File: src/rtl/nvdla_apb2csb_bridge.sv
// APB3-to-CSB bridge with registered CSB request, optional non-posted writes,
// response timeout and address window/alignment checking.
module nvdla_apb2csb_bridge #(
   parameter int unsigned PADDR_W    = 32,
   parameter int unsigned CSB_AW     = 16,
   parameter int unsigned BASE_ADDR  = 0,
   parameter bit          NPOSTED_WR = 1'b0,
   parameter int unsigned TIMEOUT    = 1024,
   parameter logic [31:0] ERR_DATA   = 32'hDEAD_C5B0
) (
   input  logic                pclk,
   input  logic                prstn,
   input  logic                psel,
   input  logic                penable,
   input  logic                pwrite,
   input  logic [PADDR_W-1:0]  paddr,
   input  logic [31:0]         pwdata,
   output logic [31:0]         prdata,
   output logic                pready,
   output logic                pslverr,
   output logic                csb2nvdla_valid,
   input  logic                csb2nvdla_ready,
   output logic [CSB_AW-1:0]   csb2nvdla_addr,
   output logic [31:0]         csb2nvdla_wdat,
   output logic                csb2nvdla_write,
   output logic                csb2nvdla_nposted,
   input  logic                nvdla2csb_valid,
   input  logic [31:0]         nvdla2csb_data,
   input  logic                nvdla2csb_wr_complete,
   output logic                csb_timeout
);

   localparam int unsigned UW   = PADDR_W - CSB_AW - 2;
   localparam logic [UW-1:0] BASE = UW'(BASE_ADDR);
   localparam logic [15:0]   TMAX = 16'(TIMEOUT - 1);

   typedef enum logic [1:0] {S_IDLE, S_REQ, S_WAIT, S_DONE} state_t;

   state_t      state;
   logic [15:0] cnt;
   logic        addr_bad;

   assign addr_bad = (paddr[1:0] != 2'b00) || (paddr[PADDR_W-1:CSB_AW+2] != BASE);

   always_ff @(posedge pclk) begin
      if (!prstn) begin
         state             <= S_IDLE;
         cnt               <= '0;
         prdata            <= '0;
         pready            <= 1'b0;
         pslverr           <= 1'b0;
         csb2nvdla_valid   <= 1'b0;
         csb2nvdla_addr    <= '0;
         csb2nvdla_wdat    <= '0;
         csb2nvdla_write   <= 1'b0;
         csb2nvdla_nposted <= 1'b0;
         csb_timeout       <= 1'b0;
      end else begin
         pready      <= 1'b0;
         pslverr     <= 1'b0;
         csb_timeout <= 1'b0;
         case (state)
            S_IDLE: begin
               if (psel && penable) begin
                  csb2nvdla_addr    <= paddr[CSB_AW+1:2];
                  csb2nvdla_wdat    <= pwdata;
                  csb2nvdla_write   <= pwrite;
                  csb2nvdla_nposted <= NPOSTED_WR && pwrite;
                  cnt               <= '0;
                  if (addr_bad) begin
                     state   <= S_DONE;
                     pready  <= 1'b1;
                     pslverr <= 1'b1;
                     if (!pwrite) prdata <= ERR_DATA;
                  end else begin
                     state           <= S_REQ;
                     csb2nvdla_valid <= 1'b1;
                  end
               end
            end
            S_REQ: begin
               cnt <= cnt + 16'd1;
               // An accept on the timeout cycle takes priority over the error.
               if (csb2nvdla_ready) begin
                  csb2nvdla_valid <= 1'b0;
                  if (csb2nvdla_write && !csb2nvdla_nposted) begin
                     state  <= S_DONE;
                     pready <= 1'b1;
                  end else begin
                     state <= S_WAIT;
                  end
               end else if (cnt == TMAX) begin
                  csb2nvdla_valid <= 1'b0;
                  state           <= S_DONE;
                  pready          <= 1'b1;
                  pslverr         <= 1'b1;
                  csb_timeout     <= 1'b1;
                  if (!csb2nvdla_write) prdata <= ERR_DATA;
               end
            end
            S_WAIT: begin
               cnt <= cnt + 16'd1;
               if (!csb2nvdla_write && nvdla2csb_valid) begin
                  prdata <= nvdla2csb_data;
                  state  <= S_DONE;
                  pready <= 1'b1;
               end else if (csb2nvdla_write && nvdla2csb_wr_complete) begin
                  state  <= S_DONE;
                  pready <= 1'b1;
               end else if (cnt == TMAX) begin
                  state       <= S_DONE;
                  pready      <= 1'b1;
                  pslverr     <= 1'b1;
                  csb_timeout <= 1'b1;
                  if (!csb2nvdla_write) prdata <= ERR_DATA;
               end
            end
            S_DONE: state <= S_IDLE;
            default: state <= S_IDLE;
         endcase
      end
   end

endmodule

File: config.mk
export PLATFORM = sky130hd
export DESIGN_NAME = nvdla_apb2csb_bridge
export DESIGN_NICKNAME = d
export VERILOG_FILES = /design/src/rtl/nvdla_apb2csb_bridge.sv
export SDC_FILE = /design/constraint.sdc
export NUM_CORES = 1
export LEC_CHECK = 0
export ABC_AREA = 0
export BUFFER_PORTS_ARGS = -buffer_cell sky130_fd_sc_hd__buf_2
export CORE_ASPECT_RATIO = 1.4
export CORE_UTILIZATION = 42
export CTS_BUF_LIST = sky130_fd_sc_hd__clkbuf_16
export DETAILED_ROUTE_END_ITERATION = 10
export HOLD_SLACK_MARGIN = 0.12
export PLACE_DENSITY = 0.75
export SLEW_MARGIN = 20
export SYNTH_ARGS = -nofsm -noshare
export SYNTH_HDL_FRONTEND = slang
export SYNTH_SLANG_ARGS = --single-unit
export TNS_END_PERCENT = 50
File: constraint.sdc
create_clock -name pclk -period 2 [get_ports pclk]
set_input_delay 0.6 -clock pclk [delete_from_list [all_inputs] [get_ports pclk]]
set_output_delay 0.6 -clock pclk [all_outputs]
set_load 0.02 [all_outputs]
======== Word level (Yosys, flattened, before mapping) ========
Cells that the tools add are included.
operators by class
  equality and inequality tests ........... 11
  reduce and logical (&&, ||, !) cells .... 16
  mux-type cells .......................... 37
  $add $sub $neg .......................... 1
operators with widths
  cell                                                    number
  2-to-1 mux 32 bit                                       8
  one-hot mux 32 bit (3 select lines)                     1
  one-hot mux 16 bit (2 select lines)                     1
  adder 16 x 1 -> 16 bit (second input constant)          1
  equality test 16 x 10 -> 1 bit (second input constant)  1
  2-to-1 mux 16 bit                                       1
  2-to-1 mux 1 bit                                        15
  nonzero test 14 bit                                     1
  2-to-1 mux 2 bit                                        6
  inequality test 2 bit (second input constant)           5
  one-hot mux 2 bit (4 select lines)                      1
  inequality test 3 bit (second input constant)           2
  one-hot mux 1 bit (3 select lines)                      2
  AND reduction 6 bit                                     1
  nonzero test 2 bit                                      3
  equality test 2 bit (second input constant)             2
  one-hot mux 1 bit (2 select lines)                      2
  AND reduction 2 bit                                     2
  AND reduction 4 bit                                     1
  logical AND 1 bit                                       3
  nonzero test 3 bit                                      1
  equality test 2 x 1 -> 1 bit (second input constant)    1
  logical NOT 2 bit                                       1
  OR reduction 2 bit                                      1
  other kinds (2)                                         2
storage, ports and cells
  bits in registers ....................... 103
  input bits .............................. 104
  output and inout bits ................... 86

======== Longest topological paths before layout ========
  word-level depth ........................ 5
  mapped depth ............................ 10

======== Worst setup path after synthesis ========
OpenSTA, ideal clock, no wires.
  path kind ............................... register to register
  from .................................... register state[1]
  to ...................................... register prdata[0]
  path buffers ............................ 3
  arrival ................................. 1818 ps
  stages on the path, launching flop included .. 11
  path slack .............................. 65 ps
  period minus slack after synthesis ...... 1935 ps
  path through ............................ dfxtp_1 -> inv_1 -> ha_1 -> buf_6 -> a21oi_2 -> nand2_1 -> o41ai_4 -> buf_6 -> a21oi_4 -> buf_6 -> a22o_1
between the ends
  longest elaborated chain between the ends .. 3
  elaborated cells on any way between the ends .. 11
  classes of those cells .................. 7 x eq/ne; 1 x mux; 3 x reduce/logical
RTL lines
  item                                                                  RTL line  source
  start, declared                                                       39        state_t state;
  start signal, assigned                                                47        state <= S_IDLE;
  start signal, assigned                                                71        state <= S_DONE;
  start signal, assigned                                                76        state <= S_REQ;
  equality test 2 bit, or another cell as far along                     62        case (state)
  inequality test 3 bit (no source line), or another cell as far along  n/a
  AND reduction 6 bit (no source line)                                  n/a
  end signal, assigned                                                  104       prdata <= nvdla2csb_data;
  end, declared                                                         18        output logic [31:0] prdata,
Several ways; a longest one is shown, not always the timed one.
A chain may end at the register's enable or synchronous reset.

======== Final worst setup path ========
  from .................................... register cnt[0]
  to ...................................... register prdata[20]
between the ends
  longest elaborated chain between the ends .. 5
  elaborated cells on any way between the ends .. 6
  classes of those cells .................. 1 x eq/ne; 5 x mux
RTL lines
  item                                     RTL line  source
  start, declared                          40        logic [15:0] cnt;
  start signal, assigned                   82        cnt <= cnt + 16'd1;
  start signal, assigned                   102       cnt <= cnt + 16'd1;
  equality test 16 x 10 -> 1 bit (*)       92, 110
  2-to-1 mux 32 bit (*)                    n/a
  2-to-1 mux 32 bit (2 in series)          n/a
  one-hot mux 32 bit (3 select lines) (*)  n/a
Mark *: on every way between the ends. The rest lies on a longest branch, timed or not. The select of a mux whose other input is x is not followed.

==> key figures <==
Run status
  • Outcome: complete, no violations

Setup path
  • R2R depth: 7
  • RR Endpoint: prdata[20]$_SDFFE_PN0P_
  • CP required: 2.23 ns
  • Critical Path AT: 2.13 ns
  • Critical path class: reg2reg
  • Startpoint types: register
  • CP max FO: 7
  • Reg2Reg Setup Slack: 0.09 ns
  • R2r startpoint: cnt[0]$_SDFFE_PN0P_
  • Kind of end point of the critical path: register

Floorplan
  • Core footprint: approximately 0.0099 mm^2
  • Number of core rows: 43
  • Starting Density: 43.0%
  • Die width: between 80 and 90 um
  • Die area: 0.0105 mm^2
  • Die height: 121 um
  • I/O pin count: 190

Global route
  • Initial antenna violation count: 0
  • First-pass GRT wire length: about 17 mm
  • Global route overflow: 0
  • Largest net degree at the start of global routing: 54
  • Vias in the first global route: approximately 3800
  • GRT Overall Usage: 20.3%

Logic synthesis
  • Post-synth EDFFs: 0
  • Most instantiated cells after synthesis: 133 x nand2_1, 103 x dfxtp_1, 57 x a21oi_1
  • Most frequent cell after synthesis: nand2_1
  • Register area share after synthesis: around half
  • Post-synth top flop: dfxtp_1
  • Area contributors post-synth: dfxtp_1 48%, nand2_1 12%, a21oi_1 6.7%, o21ai_0 4.4%, a22o_1 3.1%
  • Post-synth cell types: between 40 and 50
  • Synth top area share: between 40% and 50%
  • Asr flop ratio synth: 0%
  • Synth area leader: dfxtp_1
  • Cells after Synth: between 400 and 500
  • Mapped Nets: 609
  • Synthesized area: roughly 0.0043 mm^2
  • Syn. warnings: 0
  • Synthesized area per cell: about 8.5 um^2
  • Flops & latches, synth: just over 100

Routing
  • DR pass1 iterations: 4
  • Remaining antenna violation count: 0
  • Drt via density: a little over 5
  • Total number of vias: 4230
  • DRT iter0 DRCs: 210
  • Post-DR wirelength/cell: roughly 14 um
  • WL final: ~11 mm
  • DRC viols: 0

Clock network
  • Root Driver: clkbuf_16
  • CTS tree: yes
  • CTS Buffer Depth: 2
  • Clk sinks: 103
  • H-tree depth: 3
  • Worst-Skew Late Latency: approximately 0.34 ns
  • Clk slew on worst S/H paths: ~0.070 ns
  • CTS buffer count: 9

Worst hold path
  • Hold Crit Class: reg2reg
  • Worst hold stages: 2
  • Hold EP: csb2nvdla_wdat[12]$_SDFFE_PN0P_
  • Worst Hold Launch: csb2nvdla_wdat[12]$_SDFFE_PN0P_

Final layout
  • Inserted Diodes: 0
  • Share of cells above drive strength 1: between 30% and 40%
  • Final #Nets: 799
  • Final cell count without fillers: slightly above 800
  • Area Overhead vs Synth: 36.2%

Timing
  • Fin crit share: a little over nine tenths
  • Fin crit period: approximately 1.9 ns
  • Final hold violation count: 0
  • Fmax: 524 MHz
  • Max-slew violation count: 0
  • RSZ-0062 raised after global routing: no
  • # setup viols final: 0
  • Worst Skew: about 0.0064 ns

Placed design
  • Final GP Congestion: between 0.8 and 0.9
  • Placed Cells: about 810
  • IO buf count: approximately 190
  • DP HPWL: 8.30 mm

Pwr
  • Peak VDD IR: ~0.94 mV
  • Overall Power: ~0.0074 W
  • PD cells: ~1300 mW/mm^2
  • Psw: between 0.002 and 0.003 W
  • Clock share of power: approximately a quarter
  • Sequential power share: a little over a third
  • Combinational share of power: between 30% and 40%
  • Internal power: 0.00467 W
  • Sw Share: a little over a third
  • Static Leak: between 2 and 3 nW

Run
  • Max-cap violations: 0
-- metrics by stage --
stage / cell area [um^2] / setup slack (ns) / setup TNS, ns / hold slack, ns / util, %
3_5_place_dp: 5400 / -0.115 / -3.34 / 0.444 / 54.5
2_1_floorplan: 4260 / 0.0652 / 0 / 0.462 / -
5_1_grt: 5800 / 0.00473 / 0 / 0.467 / 58.5
6_report: 5800 / 0.0923 / 0 / 0.451 / 58.5
4_1_cts: 5730 / 0.00540 / 0 / 0.453 / 57.9
3_3_place_gp: 5400 / -0.109 / -3.24 / 0.439 / 54.5
-- critical path, stage by stage, from the launching register on --
cell and delay [ns]:
dfxtp_1 0.42, ha_1 0.22, and3_1 0.23, nand4_4 0.15
o211ai_2 0.27, a21oi_4 0.12, clkbuf_16 0.17, a22o_1 0.22
-- power by group through the flow --
stage | Combinational (W) | Sequential (W) | Clock, W
6_report | 0.00286 | 0.00266 | 0.00185
3_3_place_gp | 0.00261 | 0.00266 | 0
5_1_grt | 0.00309 | 0.00269 | 0.00197
4_1_cts | 0.00272 | 0.00264 | 0.00190
2_1_floorplan | 0.00137 | 0.00304 | 0
3_5_place_dp | 0.00267 | 0.00267 | 0
-- layout make-up --
| type | count | area [um^2] |
|---|---|---|
| clock buffers | 9 | 225 |
| clock inverters | 7 | 93.8 |
| fillers | 920 | 4100 |
| inverters | 5 | 18.8 |
| multi-input cells | 357 | 2020 |
| flip-flops and latches | 103 | 2070 |
| well taps | 135 | 169 |
| repair buffers | 212 | 1200 |
-- metal layers --
metal / up-vias / share of wire (%) / global-route usage (%)
li1: 2090 / - / -
met5: - / 0 / 0
met4: 0 / 2.2 / 9.06
met1: 1934 / 40 / 22.3
met3: 22 / 7.2 / 4.83
met2: 184 / 51 / 36.3
-- how the worst max path moves through the flow --
stage,endpoint,cells past startpoint,slack (ns),startpoint
after global routing,cnt[2]$_SDFFE_PN0P_,8,0.005,state[0]$_SDFFE_PN0N_
after floorplan,prdata[0]$_SDFFE_PN0P_,10,0.07,state[1]$_SDFFE_PN0N_
after CTS,prdata[12]$_SDFFE_PN0P_,9,0.005,state[0]$_SDFFE_PN0N_
after global placement,prdata[22]$_SDFFE_PN0P_,6,-0.11,paddr[25]
final,prdata[20]$_SDFFE_PN0P_,7,0.09,cnt[0]$_SDFFE_PN0P_
after detailed placement,prdata[14]$_SDFFE_PN0P_,7,-0.12,paddr[25]
-- kinds of logic (layout without fill, tap and decap cells) --
kind of cell	Yosys count	count (layout)	synth area share [%]
adder cells (fa/ha/maj)	7	7	2.06
AND/OR/NAND/NOR	194	194	21.5
buffers and inverters	38	233	4.73
AO/OA/AOI/OAI	140	140	20.0
other	1	1	0.0881
XOR/XNOR	14	14	2.88
flip-flops	103	103	48.4
multiplexers	1	1	0.235
-- what timing repair did --
action	CTS	global route
gates resized for setup	1	12
setup endpoints to repair	15	46
cloned	0	1
buffers inserted	1	1
hold buffers	0	0
pin swaps	2	4
-- state kept, by name, summed over array words and instances, names as in the netlist --
signal and flops:
csb2nvdla_wdat 32, prdata 32, cnt 16, csb2nvdla_addr 16
state 2, csb2nvdla_valid 1, csb2nvdla_write 1, csb_timeout 1
pready 1, pslverr 1
-- layout by cell type, fill, tap and decap left out, types with 2 or more instances in the layout --
cell type / count
nand3b_1: 2
ha_1: 5
nor3_1: 3
dfxtp_4: 2
clkbuf_16: 10
a31oi_1: 18
nand2b_1: 3
buf_4: 15
inv_6: 2
xnor2_1: 2
inv_2: 2
nor2_1: 18
nand4_1: 4
and4_4: 3
nand3_1: 8
dfxtp_1: 101
buf_12: 4
nand2_1: 133
or2_2: 2
inv_1: 3
o21ai_0: 37
a22o_1: 15
nor4_2: 3
ha_2: 2
nor4_1: 2
a21oi_1: 57
xor2_1: 12
buf_2: 188
bufinv_16: 2
buf_6: 4
and3_1: 3
nor4_4: 2
No activity file was read; power rests on OpenSTA's default activity.
